### config.mk
export PLATFORM = sky130hd
export DESIGN_NAME = rtc_i2c_sequencer
export DESIGN_NICKNAME = d
export VERILOG_FILES = /design/src/rtl/rtc_i2c_pkg.sv /design/src/rtl/rr_arb2.sv /design/src/rtl/rtc_i2c_sequencer.sv
export SDC_FILE = /design/constraint.sdc
export NUM_CORES = 1
export LEC_CHECK = 0
export ABC_AREA = 1
export BUFFER_PORTS_ARGS = -buffer_cell sky130_fd_sc_hd__buf_2
export CAP_MARGIN = 25
export CORE_MARGIN = 1
export CORE_UTILIZATION = 55
export CTS_CLUSTER_SIZE = 28
export DETAILED_ROUTE_END_ITERATION = 6
export GPL_TIMING_DRIVEN = 1
export PLACE_DENSITY = 0.86
export SLEW_MARGIN = 20
export SYNTH_ARGS = -nofsm -noshare
export SYNTH_HDL_FRONTEND = slang
export SYNTH_HIERARCHICAL = 1
export SYNTH_SLANG_ARGS = --single-unit
### constraint.sdc
create_clock -name clk -period 3.8 [get_ports clk]
set_clock_uncertainty 0.2 [all_clocks]
set_input_delay 0.19 -clock clk [delete_from_list [all_inputs] [get_ports clk]]
set_output_delay 0.19 -clock clk [all_outputs]
set_load 0.1 [all_outputs]
### src/rtl/rtc_i2c_pkg.sv
// Shared encodings for the DS1307 I2C sequencer: FSM states, engine ack codes
// and the transfer-length legality check.
package rtc_i2c_pkg;

  typedef enum logic [2:0] {
    IDLE   = 3'd0,
    ARB    = 3'd1,
    DEV_W  = 3'd2,
    REG    = 3'd3,
    WDATA  = 3'd4,
    RSTART = 3'd5,
    RDATA  = 3'd6
  } state_t;

  localparam logic [1:0] ACK_OK   = 2'b11;
  localparam logic [1:0] ACK_NACK = 2'b10;
  localparam int         MAX_LEN  = 8;

  function automatic logic len_legal(input logic [3:0] len);
    return (len != 4'd0) && (len <= 4'(MAX_LEN));
  endfunction

endpackage

### src/rtl/rr_arb2.sv
// Two-way round-robin arbiter; the requester not served last wins a tie.
module rr_arb2 (
  input  logic       clk,
  input  logic       rst,
  input  logic [1:0] i_req,
  input  logic       i_take,
  output logic [1:0] o_gnt,
  output logic       o_idx
);

  logic r_last;

  // Reset pretends requester 1 was served last so requester 0 wins first.
  always_ff @(posedge clk) begin
    if (rst)         r_last <= 1'b1;
    else if (i_take) r_last <= o_idx;
  end

  always_comb begin
    o_gnt = 2'b00;
    case (i_req)
      2'b01:   o_gnt = 2'b01;
      2'b10:   o_gnt = 2'b10;
      2'b11:   o_gnt = r_last ? 2'b01 : 2'b10;
      default: o_gnt = 2'b00;
    endcase
  end

  assign o_idx = o_gnt[1];

endmodule

### src/rtl/rtc_i2c_sequencer.sv
// Two-requester register sequencer for a DS1307 RTC in front of an external
// I2C byte engine: device address, register pointer, then write or read burst.
module rtc_i2c_sequencer
  import rtc_i2c_pkg::*;
#(
  parameter logic [6:0] DEV_ADDR    = 7'h68,
  parameter int         TIMEOUT_CYC = 20000
) (
  input  logic        clk,
  input  logic        rst,
  input  logic [1:0]  req_valid,
  input  logic [1:0]  req_write,
  input  logic [15:0] req_reg,
  input  logic [7:0]  req_len,
  input  logic [15:0] wr_byte,
  output logic [1:0]  grant,
  output logic [1:0]  wr_next,
  output logic [7:0]  rd_byte,
  output logic [1:0]  rd_valid,
  output logic [1:0]  done,
  output logic [1:0]  err,
  output logic        i2c_start,
  output logic        i2c_stop,
  output logic [7:0]  i2c_wr_data,
  input  logic        i2c_rd_tick,
  input  logic [1:0]  i2c_ack,
  input  logic [7:0]  i2c_rd_data
);

  localparam int TW = $clog2(TIMEOUT_CYC + 1);

  state_t        r_state, w_next;
  logic          r_owner, r_write;
  logic [7:0]    r_reg;
  logic [3:0]    r_cnt;
  logic [TW-1:0] r_tmo;

  logic [1:0] w_arb_gnt, w_own_oh;
  logic       w_arb_idx, w_arb_take;
  logic [3:0] w_arb_len;
  logic       w_len_ok;
  logic       w_ack, w_nack, w_tmo, w_bus_fail, w_rd_fail;
  logic       w_last, w_byte_done, w_active, w_tmo_clr;
  logic [7:0] w_wr_sel;

  rr_arb2 u_arb (
    .clk    (clk),
    .rst    (rst),
    .i_req  (req_valid),
    .i_take (w_arb_take),
    .o_gnt  (w_arb_gnt),
    .o_idx  (w_arb_idx)
  );

  assign w_arb_take = (r_state == ARB) && (w_arb_gnt != 2'b00);
  assign w_arb_len  = w_arb_idx ? req_len[7:4] : req_len[3:0];
  assign w_len_ok   = len_legal(w_arb_len);
  assign w_own_oh   = r_owner ? 2'b10 : 2'b01;
  assign w_wr_sel   = r_owner ? wr_byte[15:8] : wr_byte[7:0];

  assign w_ack    = (i2c_ack == ACK_OK);
  assign w_nack   = (i2c_ack == ACK_NACK);
  assign w_active = (r_state != IDLE) && (r_state != ARB);
  assign w_tmo    = w_active && (r_tmo == TW'(TIMEOUT_CYC - 1));
  // A real ack or data tick in the expiry cycle wins over the timeout.
  assign w_bus_fail = w_nack || (w_tmo && !w_ack);
  assign w_rd_fail  = w_tmo && !i2c_rd_tick;

  assign w_last      = (r_cnt == 4'd1);
  assign w_byte_done = ((r_state == WDATA) && w_ack) ||
                       (((r_state == RSTART) || (r_state == RDATA)) && i2c_rd_tick);
  assign w_tmo_clr   = !w_active || (w_next != r_state) || i2c_ack[1] || i2c_rd_tick;

  always_ff @(posedge clk) begin
    if (rst) r_state <= IDLE;
    else     r_state <= w_next;
  end

  always_ff @(posedge clk) begin
    if (rst) begin
      r_owner <= 1'b0;
      r_write <= 1'b0;
      r_reg   <= 8'h00;
      r_cnt   <= 4'd0;
      r_tmo   <= '0;
    end else begin
      if (w_arb_take) begin
        r_owner <= w_arb_idx;
        r_write <= w_arb_idx ? req_write[1] : req_write[0];
        r_reg   <= w_arb_idx ? req_reg[15:8] : req_reg[7:0];
        r_cnt   <= w_arb_len;
      end else if (w_byte_done) begin
        r_cnt   <= r_cnt - 4'd1;
      end
      if (w_tmo_clr) r_tmo <= '0;
      else           r_tmo <= r_tmo + TW'(1);
    end
  end

  always_comb begin
    w_next = r_state;
    case (r_state)
      IDLE:   if (|req_valid) w_next = ARB;
      ARB:    if (w_arb_gnt == 2'b00 || !w_len_ok) w_next = IDLE;
              else                                  w_next = DEV_W;
      DEV_W:  if (w_bus_fail) w_next = IDLE;
              else if (w_ack) w_next = REG;
      REG:    if (w_bus_fail) w_next = IDLE;
              else if (w_ack) w_next = r_write ? WDATA : RSTART;
      WDATA:  if (w_bus_fail || (w_ack && w_last)) w_next = IDLE;
      RSTART: if (i2c_rd_tick) w_next = w_last ? IDLE : RDATA;
              else if (w_rd_fail) w_next = IDLE;
      RDATA:  if ((i2c_rd_tick && w_last) || w_rd_fail) w_next = IDLE;
      default: w_next = IDLE;
    endcase
  end

  // Mealy outputs so ack/tick responses land in the same cycle as the event.
  always_comb begin
    grant       = 2'b00;
    wr_next     = 2'b00;
    rd_byte     = 8'h00;
    rd_valid    = 2'b00;
    done        = 2'b00;
    err         = 2'b00;
    i2c_start   = 1'b0;
    i2c_stop    = 1'b0;
    i2c_wr_data = 8'h00;
    if (!rst) begin
      case (r_state)
        ARB: begin
          grant = w_arb_gnt;
          if (!w_len_ok) begin
            done = w_arb_gnt;
            err  = w_arb_gnt;
          end
        end
        DEV_W: begin
          grant       = w_own_oh;
          i2c_start   = 1'b1;
          i2c_wr_data = {DEV_ADDR, 1'b0};
          if (w_bus_fail) begin
            i2c_stop = 1'b1;
            done     = w_own_oh;
            err      = w_own_oh;
          end
        end
        REG: begin
          grant       = w_own_oh;
          i2c_wr_data = r_reg;
          if (w_bus_fail) begin
            i2c_stop = 1'b1;
            done     = w_own_oh;
            err      = w_own_oh;
          end else if (w_ack && !r_write) begin
            i2c_start = 1'b1;
          end
        end
        WDATA: begin
          grant       = w_own_oh;
          i2c_wr_data = w_wr_sel;
          if (w_bus_fail) begin
            i2c_stop = 1'b1;
            done     = w_own_oh;
            err      = w_own_oh;
          end else if (w_ack) begin
            wr_next = w_own_oh;
            if (w_last) begin
              i2c_stop = 1'b1;
              done     = w_own_oh;
            end
          end
        end
        RSTART, RDATA: begin
          grant = w_own_oh;
          if (r_state == RSTART) i2c_wr_data = {DEV_ADDR, 1'b1};
          if (i2c_rd_tick) begin
            rd_valid = w_own_oh;
            rd_byte  = i2c_rd_data;
            if (w_last) begin
              i2c_stop = 1'b1;
              done     = w_own_oh;
            end
          end else if (w_rd_fail) begin
            i2c_stop = 1'b1;
            done     = w_own_oh;
            err      = w_own_oh;
          end
        end
        default: ;
      endcase
    end
  end

endmodule
# ---- Yosys cells after proc, flatten, opt, wreduce, memory -nomap -nowiden
# Index checks and enable logic that the tools add are counted.
dict set report word_totals {
  ff_bits 33
  input_bits 57
  output_inout_bits 28
  word_cells 123
}
dict set report classes {
  addsub 2
  magnitude_cmp 1
  n_eq_ne 15
  n_mux 61
  n_reduce_logical 37
}
# operator count
set ops {}
lappend ops {{8-bit 2-to-1 mux} 7}
lappend ops {{2-bit 2-to-1 mux} 21}
lappend ops {{8-bit one-hot mux with 4 select lines} 1}
lappend ops {{3-bit 2-to-1 mux} 10}
lappend ops {{3-bit one-hot mux with 7 select lines} 1}
lappend ops {{15-bit by 1-bit adder with 15-bit output (second input constant)} 1}
lappend ops {{15-bit == test (second input constant)} 1}
lappend ops {{1-bit 2-to-1 mux} 12}
lappend ops {{4-bit 2-to-1 mux} 3}
lappend ops {{2-bit one-hot mux with 3 select lines} 2}
lappend ops {{1-bit logical AND} 11}
lappend ops {{3-bit == test (second input constant)} 3}
lappend ops {{1-bit logical OR} 9}
lappend ops {{2-bit == test (second input constant)} 4}
lappend ops {{2-bit one-hot mux with 4 select lines} 1}
lappend ops {{2-bit OR reduction} 4}
lappend ops {{3-bit by 2-bit == test with 1-bit output (second input constant)} 2}
lappend ops {{1-bit logical NOT} 5}
lappend ops {{5-bit OR reduction} 1}
lappend ops {{4-bit by 1-bit == test with 1-bit output (second input constant)} 1}
lappend ops {{4-bit less-or-equal comparator (second input constant)} 1}
lappend ops {{2-bit one-hot mux with 2 select lines} 1}
lappend ops {{2-bit nonzero test} 2}
lappend ops {{4-bit nonzero test} 1}
lappend ops {{other kinds (11)} 11}

# ---- Depth between registers and ports, before layout
# Gate-level depths: netlist of run 1.
dict set report depth {
  ltp_word 14
  ltp_mapped 15
}

# ---- Hierarchy
# The synthesis of run 1 kept the hierarchy.
# mod n_inst cells_each area_per_inst_um2 seq_area_each_um2
set by_module_without_submodules {}
lappend by_module_without_submodules {rtc_i2c_sequencer 1 396 2423.6 640.6}
lappend by_module_without_submodules {rr_arb2 1 10 66.3 20.0}

# ---- Worst setup path before layout of run 1
# No wires, ideal clock.
dict set report synth_timing {
  kind {register to output}
  from {reg r_owner}
  to {out wr_next[1]}
  t_arrival_ns 2.902
  required_ns 3.410
  setup_slack_ns 0.508
  stages_incl_launch_ff 5
  path_cell_list {dfxtp_1 > clkbuf_1 > inv_1 > clkbuf_1 > nor3_1}
}
dict set report synth_via {
  elab_chain_len 5
}
# element line
set synth_lines {}
lappend synth_lines {{start, declared} rtc_i2c_sequencer.sv:33} ;# logic r_owner, r_write;
lappend synth_lines {{start signal, assigned} rtc_i2c_sequencer.sv:88} ;# r_owner <= w_arb_idx;
lappend synth_lines {{2-bit 2-to-1 mux} rtc_i2c_sequencer.sv:58} ;# assign w_own_oh = r_owner ? 2'b10 : 2'b01;
lappend synth_lines {{2-bit 2-to-1 mux} rtc_i2c_sequencer.sv:166} ;# end else if (w_ack) begin
lappend synth_lines {{2-bit 2-to-1 mux} rtc_i2c_sequencer.sv:162} ;# if (w_bus_fail) begin
lappend synth_lines {{2-bit 2-to-1 mux} rtc_i2c_sequencer.sv:130} ;# case (r_state)
lappend synth_lines {{2-bit 2-to-1 mux} rtc_i2c_sequencer.sv:129} ;# if (!rst) begin
lappend synth_lines {{end, declared} rtc_i2c_sequencer.sv:17} ;# output logic [1:0] wr_next,
# No other way between the ends.

# ---- Final worst setup path of run 1
dict set report layout_timing {
  from {in req_valid[1]}
  to {out done[1]}
}
dict set report layout_via {
  elab_chain_len 8
}
# element line
set layout_lines {}
lappend layout_lines {{start, declared} rtc_i2c_sequencer.sv:11} ;# input logic [1:0] req_valid,
lappend layout_lines {{2-bit == test or 2-bit by 1-bit == test with 1-bit output (tied branches)} rr_arb2.sv:21} ;# case (i_req)
lappend layout_lines {{2-bit one-hot mux with 3 select lines *} rr_arb2.sv:21}
lappend layout_lines {{net w_arb_idx} rtc_i2c_sequencer.sv:39} ;# logic w_arb_idx, w_arb_take;
lappend layout_lines {{4-bit 2-to-1 mux} rtc_i2c_sequencer.sv:56} ;# assign w_arb_len = w_arb_idx ? req_len[7:4] : req_len[3:0];
lappend layout_lines {{4-bit less-or-equal comparator or 4-bit nonzero test (tied branches)} rtc_i2c_pkg.sv:20} ;# return (len != 4'd0) && (len <= 4'(MAX_LEN));
lappend layout_lines {{1-bit logical AND} rtc_i2c_pkg.sv:20}
lappend layout_lines {{2-bit 2-to-1 mux *} rtc_i2c_sequencer.sv:133} ;# if (!w_len_ok) begin
lappend layout_lines {{2-bit one-hot mux with 4 select lines *} rtc_i2c_sequencer.sv:130}
lappend layout_lines {{2-bit 2-to-1 mux *} rtc_i2c_sequencer.sv:129}
lappend layout_lines {{end, declared} rtc_i2c_sequencer.sv:20} ;# output logic [1:0] done,
# Mark *: on every way through the listed nets, which the timed path passes. The rest lies on a longest branch.

==> results of run 1 <==
[routing by layer]
layer,global-route usage,part of all wire,wire length (um)
met1,0.3836,0.42,3011
met3,0.04797,0.058,412
met2,0.5351,0.50,3547
met4,0.1043,0.023,161
met5,0,0,0
[what timing repair did]
action	4_1_cts	5_1_grt
buffers inserted	0	0
endpoints found under the hold margin	10	0
hold buffers	19	0
[final cells by class]
| type | instances | area share |
|---|---|---|
| clock buffers | 6 | 0.02285 |
| well taps | 52 | 0.02049 |
| inverters | 71 | 0.08392 |
| clock inverters | 2 | 0.003152 |
| multi-input cells | 287 | 0.4669 |
| repair buffers | 104 | 0.1946 |
| flip-flops and latches | 33 | 0.2080 |
[stage by stage]
stage / hold slack, ns / cells / setup slack, ns
4_1_cts: 0.01457 / 555 / 0.5361
3_5_place_dp: 0.2690 / 528 / 1.023
2_1_floorplan: 0.07839 / 406 / 0.5078
6_report: 0.02996 / 555 / 0.4414
3_3_place_gp: 0.2533 / 528 / 1.113
5_1_grt: 0.06051 / 555 / 0.2453
[cells in the final DEF (no fill, tap or decap), drive strengths merged]
cell type,instances
dfxtp,33
clkinv,4
nand2,106
nor3,28
o31ai,3
a21oi,23
and2,2
xnor2,4
buf,85
dlygate4sd3,19
mux2i,1
o22ai,2
xor2,11
a21boi,1
nor3b,1
nor2,47
clkbuf,6
o21ai,20
inv,69
a31oi,11
ha,3
nor4,1
nand4,3
nand3,19
o221ai,1
[cell families after synthesis]
family          share of synthesized area
simple gates                       0.3889
buf+inv                            0.1392
compound gates                     0.1347
flops                              0.2653
xor+xnor                          0.05276
fa+ha+maj                         0.01508
mux                              0.004020
[Yosys cell counts, types with 2 or more instances]
cell	n	share of area
sky130_fd_sc_hd__nand3_1	17	0.034
sky130_fd_sc_hd__nor3_2	11	0.044
sky130_fd_sc_hd__nor3_1	17	0.034
sky130_fd_sc_hd__nand4_1	3	0.0075
sky130_fd_sc_hd__nand2_2	3	0.0075
sky130_fd_sc_hd__buf_4	2	0.0060
sky130_fd_sc_hd__clkinv_1	2	0.0030
sky130_fd_sc_hd__nor2_2	5	0.013
sky130_fd_sc_hd__o31ai_1	3	0.0090
sky130_fd_sc_hd__ha_1	3	0.015
sky130_fd_sc_hd__nand3_2	2	0.0080
sky130_fd_sc_hd__buf_6	2	0.0090
sky130_fd_sc_hd__nand2_1	102	0.15
sky130_fd_sc_hd__nor2_1	41	0.062
sky130_fd_sc_hd__o22ai_1	2	0.0050
sky130_fd_sc_hd__o21ai_0	20	0.040
sky130_fd_sc_hd__dfxtp_1	33	0.27
sky130_fd_sc_hd__inv_1	62	0.093
sky130_fd_sc_hd__xnor2_1	4	0.014
sky130_fd_sc_hd__and2_1	2	0.0050
sky130_fd_sc_hd__a31oi_1	11	0.028
sky130_fd_sc_hd__a21oi_1	23	0.046
sky130_fd_sc_hd__inv_2	7	0.011
sky130_fd_sc_hd__xor2_1	11	0.039
sky130_fd_sc_hd__clkbuf_1	10	0.015
[critical path, cell delays in order]
cell,delay (ns)
sky130_fd_sc_hd__dlygate4sd3_1,0.53
sky130_fd_sc_hd__buf_2,0.14
sky130_fd_sc_hd__and2_1,0.15
sky130_fd_sc_hd__buf_4,0.19
sky130_fd_sc_hd__inv_1,0.32
sky130_fd_sc_hd__nand2_1,0.09
sky130_fd_sc_hd__nand2_1,0.10
sky130_fd_sc_hd__inv_1,0.06
sky130_fd_sc_hd__nor2_1,0.09
sky130_fd_sc_hd__nand2_1,0.08
sky130_fd_sc_hd__and2_1,0.21
sky130_fd_sc_hd__nor2_1,0.17
sky130_fd_sc_hd__inv_1,0.06
sky130_fd_sc_hd__a21oi_1,0.14
sky130_fd_sc_hd__buf_2,0.45
[worst max path at each step]
stage,startpoint,end,depth (start not counted)
2_1_floorplan,r_owner,wr_next[1],4
3_3_place_gp,u_arb/r_last,done[0],14
3_5_place_dp,u_arb/r_last,done[1],14
4_1_cts,req_valid[1],done[1],15
5_1_grt,req_valid[1],done[1],15
6_report,req_valid[1],done[1],15
[power breakdown]
group / internal, uW / switching [uW]
combinational: 99.3 / 178
clock: 127 / 135
sequential: 368 / 21.4
==> flow_summary.ini, run 1 <==
[cts]
worst_skew_pair.late_latency_ns = 0.29
cts-root-to-sink-buffers = 2
numClockSinks = 33
cells_resized_by_post_cts_repair = 0
clk_pin_slew_worst_paths_ns = 0.07
cts_max_level = 2
cts.root.buffer_cell = sky130_fd_sc_hd__clkbuf_8
numCtsBuffers = 5
tritoncts_clock_tree = yes

[logic_synthesis]
syn_area_um2 = 2490
postSynthRegisterBits = 33
count_of_distinct_cell_types_in_the_synthesized_netlist = 33
yosysWarningCount = 6
ys_seq_area_frac = 0.2653
async_reset_ff_frac = 0
synth-edff-count = 0
dominantRegCellSynth = sky130_fd_sc_hd__dfxtp_1
syn_inst = 406
synth_nets = 466
avgSynthCellArea_um2 = 6.133

[setup_path]
ff2ff_setup_slack_ns = 1.11
timing.critical_path.to_type = output pin
worstRegToRegCells = 15
worst_setup_path_start_kind = input pin
r2r-end = r_tmo[14]
arrival_ns = 2.97
cp_max_fo = 15
worst-setup-path-type = in2out
r2r_start = u_arb/r_last
critical_path_required_ns = 3.41

[floorplanning]
die-height_um = 69.29
die_area_um2 = 4800
floorplan.die.width_um = 69.29
boundaryPins = 85
std_cell_rows = 24
floorplan.core_area_um2 = 4354
start_util = 0.5718

[timing]
final_max_slew_viol_count = 0
maxSlewHeadroom = 0.5924
rsz0062_at_grt = no
fmaxAchievable_mhz = 297.7
layout_min_cycle_time_ns = 3.359
layout_worst_path_cycle_share = 0.8838
fin_setup_tns_ns = 0
hold_viol_final = 0
finalSetupViolations = 0
worst-slew-pin-transition_ns = 0.6106

[final_layout]
largest_register_ffs = 15
post-route-util = 0.7293
drive_gt1_frac = 0.2445
regArea_um2 = 660.6
n_fill_cell = 357
layout.cell_area.non_filler_um2 = 3176
num_antenna_cells = 0
area.growth.synth_to_final_pct = 27.54
multi_input_area_um2 = 1483
num-nets-final = 562

[routing]
drt-total-wl_um = 7133
vias = 2946
wl_per_cell_um = 12.85
number_of_drc_markers_after_the_initial_detailed_route_iteration = 227
routed_via_density = 5.308
remaining_drc_errors = 0
drt.antenna.violating_nets = 0
firstDrtPassIters = 5

[place]
gp_congestion = 0.8976
place_hpwl_um = 4909
dpl-instance-area_um2 = 2903
io_buffers = 84

[hold_path]
worstHoldStart = req_valid[0]
worstHoldEndpoint = u_arb/r_last
hold_depth = 4
hold_path.class = in2reg

[power]
finalPower_uw = 928.5
p_leak_uw = 0.001609
vdd_drop_max_mv = 0.2154
power.density_nw_per_um2 = 292.4

[global_route]
antenna_found_initial = 0
grt_start_max_net_pins = 30
grt_first_pass_wirelength_um = 12210
track_usage = 0.3071
gr-total-overflow = 0
grt_pass1_vias = 2742

[outcome]
status = complete, no violations

[flow_run]
drv.max_cap_violation_count = 0
No activity file was read; power rests on OpenSTA's default activity.
==> run 2, diff against run 1 <==
--- a/config.mk
+++ b/config.mk
@@ -13,7 +13,7 @@
 export CTS_CLUSTER_SIZE = 28
 export DETAILED_ROUTE_END_ITERATION = 6
 export GPL_TIMING_DRIVEN = 1
-export PLACE_DENSITY = 0.86
+export PLACE_DENSITY_LB_ADDON = 0.15
 export SLEW_MARGIN = 20
 export SYNTH_ARGS = -nofsm -noshare
 export SYNTH_HDL_FRONTEND = slang
==> constraint.sdc (replaced) <==
create_clock -name clk -period 3.8 [get_ports clk]
set_clock_uncertainty 0.2 [all_clocks]
set_input_delay 0.19 -clock clk [delete_from_list [all_inputs] [get_ports clk]]
set_output_delay 0.19 -clock clk [all_outputs]
set_load 0.01 [all_outputs]
==> run 2 against run 1 <==
Clock power up 2%. Combinational power is 16% lower. Clock-buffer cell count down 1. Critical path type unchanged. Largest power group unchanged. Non-clock buffer count did not move. Sequential share of layout area about the same. Sequential power hardly changed. Critical path depth is the same.
==> flow_summary.ini, run 2 (synthesis gave the netlist of run 1 again) <==
[outcome]
status = complete, no violations

[hold_path]
hold_depth = 4
hold_path.class = in2reg

[final_layout]
num_antenna_cells = 0
area.growth.synth_to_final_pct = 27.69
n_fill_cell = 369
post-route-util = 0.7302
regArea_um2 = 660.6
drive_gt1_frac = 0.2465
multi_input_area_um2 = 1483
largest_register_ffs = 15
num-nets-final = 562
layout_commonest_cell = sky130_fd_sc_hd__nand2_1
mostFrequentLayoutCells = 102 x sky130_fd_sc_hd__nand2_1, 84 x sky130_fd_sc_hd__buf_2, 62 x sky130_fd_sc_hd__inv_1

[global_route]
grt.busiest_layer = met2
gr-total-overflow = 0
grt_util_met2 = 0.4854
antenna_found_initial = 0
grt_pass1_vias = 2606
grt_start_max_net_pins = 30
track_usage = 0.2791
grt_util_met1 = 0.3542
grt_first_pass_wirelength_um = 11100
grt_use_met3 = 0.04506

[timing]
finalSetupViolations = 0
rsz0062_at_grt = no
layout_worst_path_cycle_share = 0.8040
fin_setup_tns_ns = 0
maxSlewHeadroom = 0.6111
hold_viol_final = 0
holdWs_ns = 0.02241
layout_min_cycle_time_ns = 3.055
fmaxAchievable_mhz = 327.3
worst-slew-pin-transition_ns = 0.5826
post-route-worst-setup-slack_ns = 0.7449
final_max_slew_viol_count = 0

[routing]
vias = 2844
drt-total-wl_um = 6550
number_of_drc_markers_after_the_initial_detailed_route_iteration = 168
remaining_drc_errors = 0
wl_per_cell_um = 11.80
drt.antenna.violating_nets = 0
routed_via_density = 5.124
firstDrtPassIters = 5

[place]
io_buffers = 84
place_hpwl_um = 4741
gp_congestion = 0.8908
dp_slack_ns = 1.209

[cts]
cts_hold_buf = 19
cts_max_level = 2
clk_pin_slew_worst_paths_ns = 0.07
numCtsBuffers = 5
worst_skew_pair.late_latency_ns = 0.28
cells_resized_by_post_cts_repair = 0
cts-root-to-sink-buffers = 2
post_cts_buffers = 0
tritoncts_clock_tree = yes
cts.root.buffer_cell = sky130_fd_sc_hd__clkbuf_8
numClockSinks = 33

[power]
p_leak_uw = 0.001608
vdd_drop_max_mv = 0.2359
power.density_nw_per_um2 = 279.8

[floorplanning]
std_cell_rows = 24
start_util = 0.5718
die-height_um = 69.29
floorplan.core_area_um2 = 4354
floorplan.die.width_um = 69.29
die_area_um2 = 4800
boundaryPins = 85

[setup_path]
worstRegToRegCells = 15
cell_depth_of_the_worst_setup_path = 15
critical_path_required_ns = 3.41
arrival_ns = 2.67
worst_setup_path_start_kind = input pin
slowest_stage = sky130_fd_sc_hd__dlygate4sd3_1
timing.critical_path.cells = dlygate4sd3_1, buf_2, and2_1, buf_4, inv_1, nand2_1, nand2_1, inv_1, nor2_1, nand2_1, and2_1, nor2_1, inv_1, a21oi_1, buf_2
timing.critical_path.buf_inv = 7
cp_max_fo = 15
worst-setup-path-type = in2out
timing.critical_path.to_type = output pin
critPathTopFamily = buffers and inverters
cp_slowest_stage_delay_ns = 0.53

[flow_run]
drv.max_cap_violation_count = 0
-- run 2: cell count changes in the layout (fill, tap and decap cells not counted), sizes merged --
| cell | before | now |
|---|---|---|
| clkbuf | 6 | 5 |
| clkinvlp | 0 | 1 |
-- run 2: final timing paths --
check / from / endpoint / slack [ns]
hold reg to reg: r_tmo[0] / r_tmo[0] / 0.28
setup / recovery: req_valid[1] / done[0] / 0.74
hold / removal: req_valid[0] / u_arb/r_last / 0.02
setup reg to reg: u_arb/r_last / r_tmo[9] / 1.20
-- run 2: cell type report --
type,count,share of cell area
Clock buffer,5,0.02165
Clock inverter,3,0.005510
Inverter,71,0.08383
Multi-Input combinational cell,287,0.4664
Sequential cell,33,0.2078
Tap cell,52,0.02046
Timing Repair Buffer,104,0.1944
-- run 2: worst reg2reg max path, stage by stage, from the launching register on --
cell	delay, ns
sky130_fd_sc_hd__dfxtp_1	0.34
sky130_fd_sc_hd__nand2_1	0.07
sky130_fd_sc_hd__and2_1	0.14
sky130_fd_sc_hd__buf_4	0.18
sky130_fd_sc_hd__inv_1	0.34
sky130_fd_sc_hd__nand2_1	0.10
sky130_fd_sc_hd__nand2_1	0.10
sky130_fd_sc_hd__inv_1	0.05
sky130_fd_sc_hd__nor2_1	0.08
sky130_fd_sc_hd__nand2_1	0.08
sky130_fd_sc_hd__nand3_2	0.08
sky130_fd_sc_hd__nand2_1	0.05
sky130_fd_sc_hd__nor2_1	0.11
sky130_fd_sc_hd__nand3_1	0.10
sky130_fd_sc_hd__nand2_2	0.33
sky130_fd_sc_hd__nor3_1	0.12
-- run 2: routing by layer --
layer / vias to the layer above / part of all wire
met5: - / 0
met4: 0 / 0.0060
li1: 1469 / -
met3: 4 / 0.053
met1: 1267 / 0.45
met2: 104 / 0.49
-- run 2: where the power goes --
part	total, uW	internal (uW)	switching (uW)
clock network	267	127	140
logic	234	99.1	135
registers	388	368	20.8
-- run 2: stage by stage --
| step | power [uW] | area (um2) | instances |
|---|---|---|---|
| 2_1_floorplan | 545.0 | 2490 | 406 |
| 6_report | 889.6 | 3179 | 555 |
| 4_1_cts | 887.4 | 3179 | 555 |
| 3_5_place_dp | 602.8 | 2903 | 528 |
| 3_3_place_gp | 599.8 | 2903 | 528 |
| 5_1_grt | 939.9 | 3179 | 555 |
==> run 3, diff against run 2 <==
--- a/config.mk
+++ b/config.mk
@@ -9,7 +9,7 @@
 export BUFFER_PORTS_ARGS = -buffer_cell sky130_fd_sc_hd__buf_2
 export CAP_MARGIN = 25
 export CORE_MARGIN = 1
-export CORE_UTILIZATION = 55
+export CORE_UTILIZATION = 46
 export CTS_CLUSTER_SIZE = 28
 export DETAILED_ROUTE_END_ITERATION = 6
 export GPL_TIMING_DRIVEN = 1
==> constraint.sdc (replaced) <==
create_clock -name clk -period 2.6 [get_ports clk]
set_clock_uncertainty 0.2 [all_clocks]
set_input_delay 0.13 -clock clk [delete_from_list [all_inputs] [get_ports clk]]
set_output_delay 0.13 -clock clk [all_outputs]
set_load 0.01 [all_outputs]
==> run 3 against run 2 <==
Wire length rose by 1.8%. Design area increased by 4.1%. Hold slack improved by 0.025 ns. Register-to-register slack worse by 0.84 ns. Clock power grew 130%. First-iteration DRC count increased by 21%. Sequential share of layout area is 0.73 points lower. Worst setup slack lost 0.60 ns. Clock-buffer cell count unchanged. Cell count increased by 4.0%. Sequential cell count stayed put.
==> flow_summary.ini, run 3 (synthesis gave the netlist of run 1 again) <==
[power]
p_int_uw = 1078
power_frac_clock = 0.396
swShare = 0.2982
power.share.sequential = 0.365
power.density_nw_per_um2 = 464.5
vdd_drop_max_mv = 0.2597
combinationalPowerShare = 0.239
p_leak_uw = 0.001657
switching_power_uw = 458.2

[routing]
remaining_drc_errors = 0
number_of_drc_markers_after_the_initial_detailed_route_iteration = 204
routed_via_density = 4.851
wl_per_cell_um = 11.56
firstDrtPassIters = 4
drt-total-wl_um = 6671
drt.antenna.violating_nets = 0
vias = 2799

[timing]
rsz0062_at_grt = no
layout_min_cycle_time_ns = 2.455
final_max_slew_viol_count = 0
maxSlewHeadroom = 0.7221
worst-slew-pin-transition_ns = 0.4164
finalSetupViolations = 0
fmaxAchievable_mhz = 407.4
layout_worst_path_cycle_share = 0.9442
fin_setup_tns_ns = 0
hold_viol_final = 0

[setup_path]
cp_slowest_stage_delay_ns = 0.53
timing.critical_path.buf_inv = 5
critPathTopFamily = buffers and inverters
timing.critical_path.cells = dlygate4sd3_1, buf_2, and2_4, buf_6, nand2_1, nand2_1, a21oi_1, nand2_1, and2_4, nor2_2, inv_1, a21oi_1, buf_2
worst_setup_path_start_kind = input pin
critical_path_required_ns = 2.27
critPathMostFrequentCell = sky130_fd_sc_hd__nand2_1
worst-setup-path-type = in2out
timing.critical_path.to_type = output pin
cp_max_fo = 11
slowest_stage = sky130_fd_sc_hd__dlygate4sd3_1
arrival_ns = 2.12

[floorplanning]
std_cell_rows = 26
boundaryPins = 85
floorplan.core_area_um2 = 5172
floorplan.die.width_um = 75.57
die_area_um2 = 5711
die-height_um = 75.57
start_util = 0.4814

[cts]
clk_pin_slew_worst_paths_ns = 0.08
cts.root.buffer_cell = sky130_fd_sc_hd__clkbuf_8
numClockSinks = 33
numCtsBuffers = 5
cts_max_level = 2
worst_skew_pair.late_latency_ns = 0.29
tritoncts_clock_tree = yes
cts-root-to-sink-buffers = 2
post_cts_buffers = 0

[final_layout]
largest_register_ffs = 15
layout_commonest_cell = sky130_fd_sc_hd__nand2_1
area.growth.synth_to_final_pct = 32.86
num-nets-final = 566
mostFrequentLayoutCells = 102 x sky130_fd_sc_hd__nand2_1, 84 x sky130_fd_sc_hd__buf_2, 61 x sky130_fd_sc_hd__inv_1
num_antenna_cells = 0
drive_gt1_frac = 0.2682
fin_cells = 577

[global_route]
track_usage = 0.2408
antenna_found_initial = 0
grt_first_pass_wirelength_um = 10470
grt_pass1_vias = 2366
grt_start_max_net_pins = 30
gr-total-overflow = 0

[flow_run]
drv.max_cap_violation_count = 0

[hold_path]
hold_path.class = in2reg

[place]
place_hpwl_um = 4756
io_buffers = 84
gp_congestion = 0.9011
place.detailed.instances = 549

[outcome]
status = complete, no violations
## run 3: timing repair
action / 4_1_cts / 5_1_grt
resized for setup: 0 / 12
endpoints found under the setup margin: 0 / 15
endpoints found under the hold margin: 10 / 0
hold buffers: 20 / 0
## run 3: path summary, 6_finish.rpt
| check | slack, ns | depth (start not counted) | end | start |
|---|---|---|---|---|
| worst min register to register | 0.28 | 1 | r_tmo[0] | r_tmo[0] |
| worst max register to register | 0.36 | 10 | r_tmo[14] | r_tmo[0] |
| worst max-delay path | 0.15 | 13 | done[1] | req_valid[1] |
| worst min-delay path | 0.05 | 2 | r_state[0] | rst |
## run 3: final cells by class
cell class / count / area, um2
sequential: 33 / 663.1
clock inverter: 3 / 68.82
fill: 519 / 1864
timing repair buffer: 108 / 654.4
inverter: 71 / 266.5
clock buffer: 5 / 68.82
multi-input combinational: 287 / 1499
tap: 70 / 87.58
## run 3: stage by stage
stage | total power [uW] | utilization | worst slack (ns) | instance area (um2) | hold slack (ns)
after floorplan | 796.5 | - | 0.6311 | 2490 | 0.01839
after global placement | 887.0 | 0.5699 | 0.3946 | 2948 | 0.1959
after detailed placement | 889.6 | 0.5699 | 0.3267 | 2948 | 0.2027
after CTS | 1527 | 0.6352 | 0.01159 | 3286 | 0.03930
after global routing | 1618 | 0.6396 | 0.003969 | 3308 | 0.06852
final | 1537 | 0.6396 | 0.1452 | 3308 | 0.04787
## run 3: power groups by stage
stage / registers (uW) / clock network [uW] / logic (uW)
2_1_floorplan: 562 / 0 / 235
6_report: 561 / 609 / 367
3_5_place_dp: 571 / 0 / 319
5_1_grt: 565 / 641 / 412
4_1_cts: 559 / 612 / 356
3_3_place_gp: 571 / 0 / 316
## run 3: per-layer routing
| metal | share of wire | GRT usage | vias to the layer above |
|---|---|---|---|
| met5 | 0 | 0 | - |
| met3 | 0.052 | 0.04630 | 8 |
| met4 | 0.013 | 0.09259 | 0 |
| met1 | 0.45 | 0.3031 | 1232 |
| met2 | 0.48 | 0.4067 | 78 |
| li1 | - | - | 1481 |
